**src/rtl/scan_pkg.sv**
```systemverilog
// scan_pkg - shared definitions for the minterm scan controller.
//   state_t           : controller state encoding (IDLE/SCAN/FLUSH/DONE)
//   N_MINTERMS        : number of input combinations swept (4 inputs -> 16)
//   DEFAULT_EXP_TABLE : default expected truth table (bit m = f(m))
//   lowest_set()      : index of the lowest set bit, 0 when the vector is 0
package scan_pkg;

  typedef enum logic [1:0] {
    ST_IDLE  = 2'd0,
    ST_SCAN  = 2'd1,
    ST_FLUSH = 2'd2,
    ST_DONE  = 2'd3
  } state_t;

  localparam int          N_MINTERMS        = 16;
  localparam logic [15:0] DEFAULT_EXP_TABLE = 16'h6EEE;

  // Scans from the top so the last hit wins, leaving the lowest index.
  function automatic logic [3:0] lowest_set(input logic [15:0] v);
    logic [3:0] r;
    r = 4'd0;
    for (int i = N_MINTERMS - 1; i >= 0; i--) begin
      if (v[i]) r = 4'(i);
    end
    return r;
  endfunction

endpackage

```
**src/rtl/scan_delay_line.sv**
```systemverilog
// scan_delay_line - LAT-stage shift register carrying the capture index and
// its valid flag, so that the index leaving the line lines up with the
// function unit's registered response to that same minterm.
// Ports:
//   clk       : clock, rising edge
//   clear     : asynchronous active-high reset, empties the line
//   in_valid  : a minterm is being driven this cycle
//   in_idx    : minterm being driven
//   out_valid : out_idx is the minterm whose response is on f_q now
//   out_idx   : capture index, LAT edges behind in_idx
module scan_delay_line #(
  parameter int LAT = 1,
  parameter int W   = 4
) (
  input  logic         clk,
  input  logic         clear,
  input  logic         in_valid,
  input  logic [W-1:0] in_idx,
  output logic         out_valid,
  output logic [W-1:0] out_idx
);

  // Element 0 is the line input; element gi+1 is the output of stage gi.
  logic         valid_chain [LAT+1];
  logic [W-1:0] idx_chain   [LAT+1];

  assign valid_chain[0] = in_valid;
  assign idx_chain[0]   = in_idx;

  genvar gi;
  generate
    for (gi = 0; gi < LAT; gi++) begin : g_stage
      always_ff @(posedge clk or posedge clear) begin
        if (clear) begin
          valid_chain[gi+1] <= 1'b0;
          idx_chain[gi+1]   <= '0;
        end else begin
          valid_chain[gi+1] <= valid_chain[gi];
          idx_chain[gi+1]   <= idx_chain[gi];
        end
      end
    end
  endgenerate

  assign out_valid = valid_chain[LAT];
  assign out_idx   = idx_chain[LAT];

endmodule

```
**src/rtl/minterm_scan_ctrl.sv**
```systemverilog
// minterm_scan_ctrl - sweeps minterms 0..15 through an external registered
// 4-input function unit and assembles its responses into a truth table.
// Optional compare against EXP_TABLE is compiled in with SCAN_COMPARE_EN.
// Parameters:
//   LAT       : register latency of the function unit, 1..4
//   EXP_TABLE : expected table (bit m = f(m)), used only with compare
// Ports:
//   clk        : clock, rising edge
//   clear      : asynchronous active-high reset
//   start      : sweep request, sampled only in IDLE
//   f_q        : registered output of the function unit
//   a,b,c,d    : function unit inputs, {a,b,c,d} = m_idx
//   m_idx      : minterm currently driven
//   busy       : high during SCAN and FLUSH
//   done       : one-cycle pulse when table_q is complete
//   table_q    : captured truth table
//   mismatch   : (SCAN_COMPARE_EN) table_q differs from EXP_TABLE
//   first_fail : (SCAN_COMPARE_EN) lowest differing minterm, 0 if none
module minterm_scan_ctrl
  import scan_pkg::*;
#(
  parameter int          LAT       = 1,
  parameter logic [15:0] EXP_TABLE = DEFAULT_EXP_TABLE
) (
  input  logic        clk,
  input  logic        clear,
  input  logic        start,
  input  logic        f_q,
  output logic        a,
  output logic        b,
  output logic        c,
  output logic        d,
  output logic [3:0]  m_idx,
  output logic        busy,
  output logic        done,
  output logic [15:0] table_q
`ifdef SCAN_COMPARE_EN
  ,
  output logic        mismatch,
  output logic [3:0]  first_fail
`endif
);

  localparam logic [1:0] FLUSH_LAST = 2'(LAT - 1);

  state_t      state;
  logic [1:0]  flush_cnt;
  logic        cap_valid;
  logic [3:0]  cap_idx;
  logic [15:0] table_next;

  assign {a, b, c, d} = m_idx;

  // Only SCAN cycles enter the line; FLUSH pushes bubbles while the last
  // LAT minterms drain out.
  scan_delay_line #(
    .LAT (LAT),
    .W   (4)
  ) u_delay (
    .clk       (clk),
    .clear     (clear),
    .in_valid  (state == ST_SCAN),
    .in_idx    (m_idx),
    .out_valid (cap_valid),
    .out_idx   (cap_idx)
  );

  // Table including this cycle's capture; also the value compared at the
  // FLUSH->DONE edge so the final bit is part of the check.
  always_comb begin
    table_next = table_q;
    if ((state == ST_SCAN || state == ST_FLUSH) && cap_valid) begin
      table_next[cap_idx] = f_q;
    end
  end

`ifndef SCAN_COMPARE_EN
  // EXP_TABLE has no consumer without the compare logic.
  logic unused_exp_table;
  assign unused_exp_table = ^EXP_TABLE;
`endif

  always_ff @(posedge clk or posedge clear) begin
    if (clear) begin
      state      <= ST_IDLE;
      m_idx      <= 4'd0;
      flush_cnt  <= 2'd0;
      busy       <= 1'b0;
      done       <= 1'b0;
      table_q    <= 16'h0000;
`ifdef SCAN_COMPARE_EN
      mismatch   <= 1'b0;
      first_fail <= 4'd0;
`endif
    end else begin
      case (state)
        ST_IDLE: begin
          if (start) begin
            state      <= ST_SCAN;
            m_idx      <= 4'd0;
            flush_cnt  <= 2'd0;
            busy       <= 1'b1;
            table_q    <= 16'h0000;
`ifdef SCAN_COMPARE_EN
            mismatch   <= 1'b0;
            first_fail <= 4'd0;
`endif
          end
        end
        ST_SCAN: begin
          table_q <= table_next;
          // Terminal compare rather than wrap so m_idx parks at 15.
          if (m_idx == 4'd15) begin
            state     <= ST_FLUSH;
            flush_cnt <= 2'd0;
          end else begin
            m_idx <= m_idx + 4'd1;
          end
        end
        ST_FLUSH: begin
          table_q <= table_next;
          if (flush_cnt == FLUSH_LAST) begin
            state <= ST_DONE;
            busy  <= 1'b0;
            done  <= 1'b1;
`ifdef SCAN_COMPARE_EN
            mismatch   <= (table_next != EXP_TABLE);
            first_fail <= lowest_set(table_next ^ EXP_TABLE);
`endif
          end else begin
            flush_cnt <= flush_cnt + 2'd1;
          end
        end
        default: begin // ST_DONE
          done  <= 1'b0;
          state <= ST_IDLE;
        end
      endcase
    end
  end

endmodule

```
**config.mk**
```make
export PLATFORM = sky130hd
export DESIGN_NAME = minterm_scan_ctrl
export DESIGN_NICKNAME = d
export VERILOG_FILES = /design/src/rtl/scan_pkg.sv /design/src/rtl/scan_delay_line.sv /design/src/rtl/minterm_scan_ctrl.sv
export SDC_FILE = /design/constraint.sdc
export NUM_CORES = 1
export LEC_CHECK = 0
export BUFFER_PORTS_ARGS = -buffer_cell sky130_fd_sc_hd__buf_2
export CAP_MARGIN = 20
export CELL_PAD_IN_SITES_DETAIL_PLACEMENT = 0
export CELL_PAD_IN_SITES_GLOBAL_PLACEMENT = 1
export CORE_ASPECT_RATIO = 1.4
export CORE_MARGIN = 2
export CORE_UTILIZATION = 25
export CTS_CLUSTER_SIZE = 24
export DETAILED_ROUTE_END_ITERATION = 10
export GPL_TIMING_DRIVEN = 0
export PLACE_DENSITY_LB_ADDON = 0.1
export SYNTH_ARGS = -nofsm -noshare
export SYNTH_HDL_FRONTEND = slang
export SYNTH_SLANG_ARGS = --single-unit
```
**constraint.sdc**
```tcl
create_clock -name clk -period 3.05 [get_ports clk]
set_clock_uncertainty 0.15 [all_clocks]
set_input_delay 0.1525 -clock clk [delete_from_list [all_inputs] [get_ports clk]]
set_output_delay 0.1525 -clock clk [all_outputs]
set_load 0.02 [all_outputs]
```
==> flow_summary.json <==
{
  "dp_hpwl_mm": 3.454,
  "synth-async-reset-ratio_pct": 100.0,
  "cp_max_fo": 10,
  "fin_crit_sh_pct": 71.61,
  "final_max_slew_viol_count": 0,
  "placed_area_sq_um": 2110,
  "synth_flop_cell": "dfrtp_1",
  "power_density_nw_per_um2": 894.8,
  "pwr-share-seq_pct": 28.9,
  "drive_gt1_share_pct": 27.96,
  "grt_pass1_wl_mm": 7.424,
  "grt_pass1_vias": 1482,
  "switching_power_uw": 851.9,
  "critPathKind": "flop to flop",
  "antenna_found_initial": 0,
  "track_usage_pct": 11.80,
  "synthTopCellsByArea": "dfrtp_1 43%, ha_1 5.5%, o22ai_1 5.5%, a211oi_1 5.0%, inv_1 4.5%",
  "worst_slew_pin_slew_ps": 648.8,
  "p_sw_share_pct": 43.43,
  "setup_violations": 0,
  "fillers": 774,
  "syn2layout_area_growth_pct": 20.58,
  "htreeDepth": 2,
  "post-route-min-period_ps": 2184,
  "ys_types": 40,
  "leakage_nw": 0.9884,
  "status": "finished, final reports clean",
  "clock_latency_ps": 270,
  "rsz0062_at_grt": "no",
  "postCtsSetupBuffers": 0,
  "grt_overflow": 0,
  "die_x_um": 76.07,
  "rows": 36,
  "final_cell_mix": "37 x buf_2, 31 x dfrtp_1, 22 x inv_1",
  "synth_top_cell_by_area": "dfrtp_1",
  "power_frac_comb_pct": 56.1,
  "slowest_delay_ps": 430,
  "firstDrtPassIters": 4,
  "power_mw": 1.961,
  "wl_mm": 4.420,
  "syn_area_per_cell_sq_um": 10.45,
  "finalHoldViolations": 0,
  "end_kind": "flop",
  "place.gp.congestion": 0.7958,
  "layout_commonest_cell": "buf_2",
  "power.internal_mw": 1.110,
  "ioPinCount": 30,
  "fin_setup_tns_ps": 0,
  "grt_max_degree": 18,
  "ir_worst_vdd_mv": 0.3133,
  "path_buf_inv": 3,
  "crit_required_ps": 3090,
  "cts_tree": "yes",
  "port_buffers": 29,
  "slew-limit-headroom_pct": 56.70,
  "drc": 0,
  "synthCells": 174,
  "clkTransAtPathRegs_ps": 60,
  "crit_family": "buffers and inverters",
  "hold_slack_ps": 151.9,
  "max-cap-violations": 0,
  "final_cell_area_sq_um": 2192,
  "power_frac_clock_pct": 15.0,
  "clock_sinks": 31,
  "hold_path.class": "input pin to flop",
  "n_antenna_cell": 0,
  "max_freq_mhz": 457.9,
  "multi_input_area_sq_um": 839.6,
  "arrival_ps": 2220,
  "core_sq_um": 7027,
  "die_y_um": 104.9,
  "initialDrtViolationCount": 73,
  "cts_buffer_depth": 2,
  "path_cells": "inv_1 -> ha_1 -> buf_4 -> mux2i_4 -> buf_2 -> a211oi_1 -> o22ai_1",
  "die-area_sq_um": 7980,
  "initial_utilization_pct": 25.87,
  "yosysWarnings": 0,
  "critPathSlowestCell": "dfrtp_1",
  "nNetsFinal": 224,
  "clockRootBuffer": "clkbuf_8",
  "wl_per_cell_um": 14.44,
  "ys_seq_area_share_pct": 42.67,
  "synth-seq-cells": 31,
  "syn_nets": 186,
  "start_kind": "flop",
  "seqCellArea_sq_um": 775.7,
  "viasPerCell": 4.778,
  "cts_buffers": 5,
  "synth_edf_count": 0,
  "synth_top_area_share_pct": 42.67,
  "drtAntennaViolNets": 0,
  "syn_area_sq_um": 1818,
  "vias": 1462
}
-- logic make-up after synthesis --
family	count (synthesis)	share of synthesized area (%)
flip-flops	31	42.67
AND/OR/NAND/NOR	44	17.62
buffers and inverters	40	11.15
adder cells (fa/ha/maj)	8	5.506
multiplexers	7	4.680
AO/OA/AOI/OAI	44	18.38
-- worst reg2reg max path, delay by kind of cell (launching register included) --
kind / cells / cell delay [ps]
buf+inv: 3 / 600
flops: 1 / 430
mux: 1 / 370
fa+ha+maj: 1 / 290
compound gates: 2 / 250
-- cell type report --
| class | count | area share [%] |
|---|---|---|
| Buffer | 18 | 5.479 |
| Clock buffer | 6 | 3.311 |
| Inverter | 22 | 3.767 |
| Multi-Input combinational cell | 103 | 38.30 |
| Sequential cell | 31 | 35.39 |
| Tap cell | 95 | 5.422 |
| Timing Repair Buffer | 31 | 8.333 |
-- power by group through the flow --
stage	Clock, mW	Sequential, mW	Combinational, mW
5_1_grt	0.326	0.580	1.21
4_1_cts	0.310	0.570	1.12
6_report	0.294	0.568	1.10
3_5_place_dp	0	0.577	1.12
3_3_place_gp	0	0.576	1.09
2_1_floorplan	0	0.614	0.799
-- state kept, by name (all words and copies together), names as in the netlist --
| signal | flops |
|---|---|
| u_delay.out_idx | 4 |
| state | 2 |
| m_idx | 4 |
| flush_cnt | 2 |
| u_delay.out_valid | 1 |
| busy | 1 |
| done | 1 |
| table_q | 16 |
-- final timing paths --
check / start / end / slack [ps] / depth (start not counted)
max in group asynchronous: clear / table_q[0] / 1880 / 4
setup / recovery: state[0] / table_q[3] / 870 / 7
hold / removal: start / busy / 150 / 3
hold reg to reg: m_idx[3] / u_delay.out_idx[3] / 340 / 0
min in group asynchronous: clear / table_q[1] / 350 / 3
setup reg to reg: state[0] / table_q[3] / 870 / 7
-- routing by layer --
layer	vias up	wire length [um]	global-route usage [%]	share of wire [%]
li1	710	-	-	-
met5	-	0	0	0
met4	0	100	5.974	2.3
met2	34	2392	21.75	54
met3	8	136	2.591	3.1
met1	710	1790	12.53	40
-- cells in the mapped netlist (3+ instances only) --
cell and n:
a211oi_1 12, a211oi_2 4, buf_2 8, buf_4 5, dfrtp_1 31, ha_1 8
inv_1 22, mux2i_1 4, nand2_1 5, nand2b_1 6, nand3_1 3, nand4b_1 6
nand4bb_1 6, nor2_1 3, nor2b_1 3, o22ai_1 16
-- through the flow --
step | util, % | instances | worst slack [ps]
6_report | 31.20 | 306 | 865.9
5_1_grt | 31.20 | 306 | 679.8
4_1_cts | 31.20 | 306 | 831.8
3_5_place_dp | 30.02 | 299 | 863.6
3_3_place_gp | 29.63 | 298 | 903.4
2_1_floorplan | - | 174 | 1157
-- timing repair --
item	in CTS	in global routing
hold endpoints to repair	14	0
gates resized for setup	0	0
hold buffers	1	0
Note: power is estimated with default switching activity, not from simulation.
